**src/rtl/hwce_maxpool.sv**
```systemverilog
// rtl/hwce_maxpool.sv - 2x2 signed max pooling with line buffer and 2-entry output FIFO
// Optional saturating drop counter enabled by HWCE_MAXPOOL_DROP_CNT_EN.
module hwce_maxpool #(
  parameter int CONV_WIDTH  = 16,
  parameter int NPX         = 2,
  parameter int MAX_ROW_LEN = 64
) (
  input  logic                          clk,
  input  logic                          rst_n,
  input  logic                          start,
  input  logic [7:0]                    row_len,
  input  logic [NPX*CONV_WIDTH-1:0]     y_in,
  input  logic                          valid_y_in,
  output logic [(NPX/2)*CONV_WIDTH-1:0] y_out,
  output logic                          valid_y_out,
  input  logic                          ready_y_out,
  output logic [15:0]                   drop_cnt
);

  localparam int W  = CONV_WIDTH;
  localparam int OW = (NPX / 2) * CONV_WIDTH;
  localparam int AW = (MAX_ROW_LEN > 1) ? $clog2(MAX_ROW_LEN) : 1;

  typedef enum logic {EVEN_ROW, ODD_ROW} state_e;

  state_e          state_q, state_d;
  logic [AW-1:0]   col_q, col_d;
  logic [7:0]      row_len_q;
  logic [7:0]      len_clamped;

  logic            eff_even;
  logic [AW-1:0]   eff_col;
  logic [7:0]      eff_len;
  logic            last_col;

  logic [OW-1:0]   hmax;
  logic [OW-1:0]   pooled;
  logic [OW-1:0]   lb_rd;
  logic [OW-1:0]   lb_q [MAX_ROW_LEN];

  logic signed [W-1:0] pa, pb, ph, pl;

  logic [OW-1:0]   fifo_q [2];
  logic            wr_ptr_q, rd_ptr_q;
  logic [1:0]      cnt_q;
  logic            push, pop, push_ok;

  always_comb begin
    len_clamped = row_len;
    if (row_len == 8'd0) begin
      len_clamped = 8'd1;
    end else if (32'(row_len) > MAX_ROW_LEN) begin
      len_clamped = 8'(MAX_ROW_LEN);
    end
  end

  // A start coinciding with a beat makes that beat col 0 of an even row.
  assign eff_even = start || (state_q == EVEN_ROW);
  assign eff_col  = start ? '0 : col_q;
  assign eff_len  = start ? len_clamped : row_len_q;
  assign last_col = (8'(eff_col) == (eff_len - 8'd1));
  assign lb_rd    = lb_q[eff_col];

  always_comb begin
    hmax   = '0;
    pooled = '0;
    pa     = '0;
    pb     = '0;
    ph     = '0;
    pl     = '0;
    for (int k = 0; k < NPX / 2; k++) begin
      pa = y_in[(2*k)*W +: W];
      pb = y_in[(2*k+1)*W +: W];
      ph = (pa > pb) ? pa : pb;
      pl = lb_rd[k*W +: W];
      hmax[k*W +: W]   = ph;
      pooled[k*W +: W] = (ph > pl) ? ph : pl;
    end
  end

  always_comb begin
    state_d = state_q;
    col_d   = col_q;
    if (start) begin
      state_d = EVEN_ROW;
      col_d   = '0;
    end
    if (valid_y_in) begin
      if (last_col) begin
        col_d   = '0;
        state_d = eff_even ? ODD_ROW : EVEN_ROW;
      end else begin
        col_d   = eff_col + AW'(1);
        state_d = eff_even ? EVEN_ROW : ODD_ROW;
      end
    end
  end

  always_ff @(posedge clk or posedge rst_n) begin
    if (rst_n) begin
      state_q   <= EVEN_ROW;
      col_q     <= '0;
      row_len_q <= 8'd1;
    end else begin
      state_q <= state_d;
      col_q   <= col_d;
      if (start) begin
        row_len_q <= len_clamped;
      end
    end
  end

  // Line buffer holds even-row horizontal maxima; intentionally not reset.
  always_ff @(posedge clk) begin
    if (valid_y_in && eff_even) begin
      lb_q[eff_col] <= hmax;
    end
  end

  assign push    = valid_y_in && !eff_even;
  assign pop     = (cnt_q != 2'd0) && ready_y_out;
  assign push_ok = push && ((cnt_q != 2'd2) || pop);

  always_ff @(posedge clk or posedge rst_n) begin
    if (rst_n) begin
      fifo_q[0] <= '0;
      fifo_q[1] <= '0;
      wr_ptr_q  <= 1'b0;
      rd_ptr_q  <= 1'b0;
      cnt_q     <= 2'd0;
    end else begin
      if (push_ok) begin
        fifo_q[wr_ptr_q] <= pooled;
        wr_ptr_q         <= ~wr_ptr_q;
      end
      if (pop) begin
        rd_ptr_q <= ~rd_ptr_q;
      end
      case ({push_ok, pop})
        2'b10:   cnt_q <= cnt_q + 2'd1;
        2'b01:   cnt_q <= cnt_q - 2'd1;
        default: cnt_q <= cnt_q;
      endcase
    end
  end

  assign valid_y_out = (cnt_q != 2'd0);
  assign y_out       = valid_y_out ? fifo_q[rd_ptr_q] : '0;

`ifdef HWCE_MAXPOOL_DROP_CNT_EN
  logic [15:0] drop_cnt_q;
  logic        drop;

  assign drop = push && !push_ok;

  always_ff @(posedge clk or posedge rst_n) begin
    if (rst_n) begin
      drop_cnt_q <= 16'd0;
    end else if (drop && (drop_cnt_q != 16'hFFFF)) begin
      drop_cnt_q <= drop_cnt_q + 16'd1;
    end
  end

  assign drop_cnt = drop_cnt_q;
`else
  assign drop_cnt = 16'd0;
`endif

endmodule

```
**config.mk**
```make
export PLATFORM = sky130hd
export DESIGN_NAME = hwce_maxpool
export DESIGN_NICKNAME = d
export VERILOG_FILES = /design/src/rtl/hwce_maxpool.sv
export SDC_FILE = /design/constraint.sdc
export NUM_CORES = 1
export LEC_CHECK = 0
export BUFFER_PORTS_ARGS = -buffer_cell sky130_fd_sc_hd__buf_2
export CORE_MARGIN = 2
export CORE_UTILIZATION = 35
export DETAILED_ROUTE_END_ITERATION = 8
export PLACE_DENSITY = 0.49
export SLEW_MARGIN = 5
export SYNTH_ARGS = -nofsm -noshare
export SYNTH_HDL_FRONTEND = slang
export SYNTH_SLANG_ARGS = --single-unit
export TNS_END_PERCENT = 1
```
**constraint.sdc**
```tcl
create_clock -name clk -period 5.4 [get_ports clk]
set_input_delay 0 -clock clk [delete_from_list [all_inputs] [get_ports clk]]
set_output_delay 0 -clock clk [all_outputs]
set_load 0.005 [all_outputs]
```
* Yosys cells after proc, flatten, opt, wreduce, memory -nomap -nowiden
Memories as Yosys holds them, arrays and structs flattened.
Cells that the tools add are included.
** Word-level totals
- Flip-flop bits (word level) :: 51
- Input bits :: 45
- Bits in writable memories :: 1024
- Logic and storage cells :: 63
- Output and inout bits :: 33
- Memories :: 1
** Memory list
- lb_q :: words 64, width 16, read ports 1, clocked after Yosys merged registers in 0, wr ports 1, RTL line 39 : logic [OW-1:0] lb_q [MAX_ROW_LEN];
** Operators by class
- Multiplexer cells :: 23
- Add/subtract/negate cells :: 4
- Reduce and logical (&&, ||, !) cells :: 12
- Eq/ne operators :: 4
- $lt $le $gt $ge :: 6
- Bitwise operators :: 5
** Operators with widths (count)
- 16-bit 2-to-1 mux :: 7
- 32-bit bitwise mux :: 1
- 16-bit > comparator :: 2
- 8-bit 2-to-1 mux :: 3
- 6-bit 2-to-1 mux :: 3
- 16-bit demux with 1-bit select :: 1
- 6-bit by 8-bit equality test with 1-bit output :: 1
- 8-bit by 7-bit > comparator with 1-bit output, second input constant :: 1
- 8-bit logical NOT :: 1
- 8-bit by 1-bit subtractor with 8-bit output, second input constant :: 1
- 1-bit 2-to-1 mux :: 7
- 6-bit by 1-bit adder with 6-bit output, second input constant :: 1
- 2-bit nonzero test :: 3
- 1-bit logical AND :: 5
- 2-bit greater-or-equal comparator, second input constant :: 2
- 1-bit inverter with 2-bit output :: 2
- 2-bit case mux with 2 select lines :: 1
- 1-bit inverter :: 3
- 2-bit by 1-bit adder with 2-bit output, second input constant :: 1
- 2-bit by 1-bit equality test with 1-bit output, second input constant :: 1
- 2-bit equality test, second input constant :: 1
- 1-bit logical OR :: 2
- 2-bit by 1-bit less-than comparator with 1-bit output, second input constant :: 1
- 2-bit != test, second input constant :: 1
- other kinds (2) :: 2

* Logic depth before layout (Yosys ltp)
- Depth in word-level cells :: 8
- Depth in mapped cells :: 21
- Mapped depth without buffers :: 17

* Worst setup path before layout
Ideal clock, no wire load.
- Path type :: input -> register
- From :: input port y_in[31]
- To :: register fifo_q[22] in the netlist's numbering
- Slack :: -1.385 ns
- Arrival time :: 6.681 ns
- Stages :: 18
- Required time :: 5.296 ns
- Setup time :: 0.104 ns
- Path buffers :: 3
- Cell sequence :: inv_1 -> ha_1 -> nand4_1 -> nor2_1 -> or3_1 -> a211oi_1 -> mux2_2 -> buf_4 -> buf_2 -> o21ai_0 -> ha_1 -> and3_1 -> nand4_1 -> o21ai_0 -> o31ai_1 -> clkbuf_1 -> nor2_1 -> a221oi_1
** On the way
- Longest elaborated chain between the ends :: 5
** Ends and longest elaborated chain
- start: declaration :: RTL line 12 : input logic [NPX*CONV_WIDTH-1:0] y_in,
- 16-bit > comparator :: RTL line 74 : ph = (pa > pb) ? pa : pb;
- 16-bit 2-to-1 mux :: RTL line 74
- named net hmax[12] :: RTL line 36 : logic [OW-1:0] hmax;
- 16-bit > comparator :: RTL line 77 : pooled[k*W +: W] = (ph > pl) ? ph : pl;
- 16-bit 2-to-1 mux :: RTL line 77
- 32-bit bitwise mux :: RTL line 133 : fifo_q[wr_ptr_q] <= pooled;
- end signal: indexed assignment :: RTL line 133
- end: declaration :: RTL line 43 : logic [OW-1:0] fifo_q [2];
The timed path passes the listed nets, and every way through them passes these cells.
A chain may end at the register's enable or synchronous reset.

* Final worst setup path
- From :: register col_q[2]
- To :: register fifo_q[7] in the netlist's numbering
** On the way
- Longest elaborated chain between the ends :: 5
** Ends and longest elaborated chain
- start: declaration :: RTL line 27 : logic [AW-1:0] col_q, col_d;
- start signal: assignment :: RTL line 106 : col_q <= col_d;
- 6-bit 2-to-1 mux (*)
- memory 64 x 16 bit (*)
- 16-bit > comparator :: RTL line 77
- 16-bit 2-to-1 mux (*) :: RTL line 77
- 32-bit bitwise mux (*) :: RTL line 133
Mark *: on every way between the ends. The rest lies on a longest branch, timed or not.

==> reports/summary.txt <==
Core Footprint - 125000 sq um
Worst Max-Slew Pin Slew - 1250 ps
Post-route cell area - 52600 sq um
Unrepaired setup endpoints after global routing - no
Initial Util - 0.351
Ys async rst share - 0.0474
Crit path max-delay family - compound AO/OA/AOI/OAI gates
Post-synth EDFFs - 1024
DP Wirelength - 112 mm
Fmax - 191 MHz
CTS Buffer Depth - 3
Max stage delay on crit path - 720 ps
Wire length per cell - 35.5 um
CTS clk-pin slew, worst paths - 60 ps
Pins Over Slew Limit - 0
Synth area leader - edfxtp_1
IO Port Bufs - 61
Slowest CP cell - a221oi_1
Max FO, Critical Path - 29
Crit Path Category - flip-flop to flip-flop
Max Cap Violations - 0
Crit-path most repeated cell - buf_4
Via count - 29.4k
IO Count - 78
Area of the multi-input gates - 10800 sq um
Area growth syn-to-layout - 19.7%
Reg2Reg Depth - 17
Drt drc - 0
Initial DRT Pass Iterations - 9
Synth area leaders - edfxtp_1 (70%), mux2i_1 (3.6%), dfrtp_1 (2.8%), a22oi_1 (2.3%), nor2_1 (1.5%)
Total Power - 0.0198 W
Worst setup SP type - flip-flop
Die Y-Extent - 359 um
Global-route wire length before repair - 237 mm
Initial drt markers - 4202
Root buf cell - clkbuf_16
Row cnt - 130
Layout cell share with drive strength beyond 1 - 0.216
# H-tree levels - 3
Avg Synthesized Cell Area - 15.8 sq um
Instance count on the critical path - 17
Hold Crit Class - primary input to asynchronous set/reset pin
Critical path cell sequence - buf_4 -> and3b_1 -> a22o_1 -> a221oi_1 -> a21oi_1 -> buf_4 -> nor4_2 -> buf_4 -> ha_1 -> a21oi_1 -> o21a_1 -> o21ai_0 -> o31ai_2 -> buf_12 -> nor2_1 -> mux2_2 -> a221oi_1
Vias per Instance - 6.01
Placement Cell Area - 48200 sq um
Clock latency on the worst-skew pair - 720 ps
# fillers - 11.3k
Seq/Total Area, Yosys - 0.728
Vias in the first global route - 28.7k
Final period utilization - 0.969
Primary FF master, synth - edfxtp_1
TritonCTS clock tree - yes
Total GRT Usage - 0.268
Final Skew - 28.8 ps
Netlist cell types - 96
CTS Buf Count - 114
Critical Path AT - 5840 ps
Tmin final - 5230 ps
Mapped Area - 44000 sq um
#FFs+latches synth - 1075
NumNets Final - 3227
Antenna-violating nets left - 0
Die Wd - 359 um
Leak - 17.7 nW
Initial antenna violation count - 7
Die area - 129000 sq um
Final hold slack - 24.2 ps
Gate Count Post-Synth - 2785
Routability cong. - 0.919
Largest net degree at the start of global routing - 67
Final global-route overflow total - 0
FF+latch area - 32000 sq um
Max IR drop VDD - 315 uV
Final WL - 174 mm
Setup crit end kind - flip-flop
Clk sinks - 1075
Ys Warns - 0
CP bufs+invs - 4
Outcome - completed
Fin. Hold Viols - 0
Synth top area share - 0.699
Max_slew headroom - 0.164
Setup violators final - 0
Data required, critical path - 6010 ps
Pwr dens - 377 nW/um^2
## sequential cells by signal (all words and copies together) (netlist names)
name and flops:
cnt_q 2, col_q 6, fifo_q 32, lb_q 1024, rd_ptr_q 1, row_len_q 8
state_q 1, wr_ptr_q 1
## layout by cell type, fill, tap and decap left out, drive strengths merged, types with 14 or more instances in the layout
master / count
nor2: 173
nand3b: 15
inv: 67
buf: 389
dfrtp: 50
edfxtp: 1024
nand4: 14
a22o: 44
a31oi: 32
clkbuf: 129
o22ai: 47
nand2: 99
nor2b: 19
a221o: 18
o21ai: 85
ha: 35
mux2i: 157
a222oi: 30
dlygate4sd3: 46
bufinv: 19
a21oi: 86
nand3: 23
o221ai: 33
nor3: 28
clkinv: 53
mux2: 41
a211oi: 26
a22oi: 136
a221oi: 69
conb: 16
## final timing paths
check,startpoint,end,slack [ps]
setup / recovery,col_q[2]$_DFF_PP0_,fifo_q[7]$_DFFE_PP0P_,170
hold / removal,rst_n,row_len_q[1]$_DFF_PP0_,20
setup reg to reg,col_q[2]$_DFF_PP0_,fifo_q[7]$_DFFE_PP0P_,170
hold reg to reg,fifo_q[31]$_DFFE_PP0P_,fifo_q[31]$_DFFE_PP0P_,490
max in group asynchronous,rst_n,col_q[1]$_DFF_PP0_,4840
min in group clk,start,row_len_q[4]$_DFF_PP0_,160
## per-stage QoR
step,util,setup TNS (ps),cells,setup WS [ps]
6_report,0.420,0,4898,167
2_1_floorplan,-,0,2800,407
3_3_place_gp,0.384,-150,4627,-58.2
5_1_grt,0.420,0,4895,5.67
3_5_place_dp,0.384,-7.64,4627,-7.64
4_1_cts,0.419,0,4887,86.5
## kinds of logic after synthesis
group,after synthesis,share of synthesized area
compound gates,717,0.121
xor+xnor,15,0.00299
fa+ha+maj,35,0.00995
buf+inv,263,0.0309
flops,1075,0.728
mux,210,0.0524
other cells,1,0.0000852
simple gates,469,0.0547
## cell usage after synthesis (15+ instances only)
cell type  number
a211oi_1       26
a21oi_1        85
a221o_1        18
a221oi_1       68
a222oi_1       30
a22o_1         44
a22oi_1       136
a31oi_1        32
buf_1          15
buf_2          74
buf_4          41
clkbuf_1       60
dfrtp_1        50
edfxtp_1     1024
ha_1           35
inv_1          54
mux2_2         39
mux2i_1       157
nand2_1        99
nand3_1        23
nand3b_1       15
nor2_1        172
nor2b_1        19
nor3_1         27
o21ai_0        79
o221ai_1       33
o22ai_1        47
## metal layers
| layer | track usage | share of wire |
|---|---|---|
| met5 | 0 | 0.00015 |
| met4 | 0.125 | 0.053 |
| met1 | 0.360 | 0.40 |
| met3 | 0.0579 | 0.10 |
| met2 | 0.415 | 0.45 |
## what timing repair did
| action | CTS | global route |
|---|---|---|
| hold endpoints to repair | 98 | 0 |
| setup buffers | 0 | 8 |
| pin swaps | 0 | 1 |
| setup endpoints to repair | 2 | 20 |
| hold buffers | 46 | 0 |
| cloned | 0 | 0 |
| resized for setup | 2 | 6 |
## report_power, final
| part | internal [W] | switching, W | leakage, nW |
|---|---|---|---|
| clock | 0.00481 | 0.00337 | 1.91 |
| combinational | 0.000672 | 0.00152 | 5.92 |
| sequential | 0.00939 | 0.0000692 | 9.89 |
## final cells by class
cell class | instances | share of cell area
antenna | 3 | 0.000143
clock buffer | 128 | 0.0556
clock inverter | 86 | 0.0181
inverter | 58 | 0.00414
multi-input combinational | 1462 | 0.206
sequential | 1075 | 0.609
tap | 1650 | 0.0392
timing repair buffer | 436 | 0.0682
## worst register-to-register path: stages (launching register included)
cell and delay, ps:
dfrtp_4 640, buf_4 290, and3b_1 360, a22o_1 260, a221oi_1 720, a21oi_1 160, buf_4 190, nor4_2 510
buf_4 210, ha_1 250, a21oi_1 170, o21a_1 140, o21ai_0 120, o31ai_2 310, buf_12 180, nor2_1 40
mux2_2 270, a221oi_1 310
No activity file was read; power rests on OpenSTA's default activity.
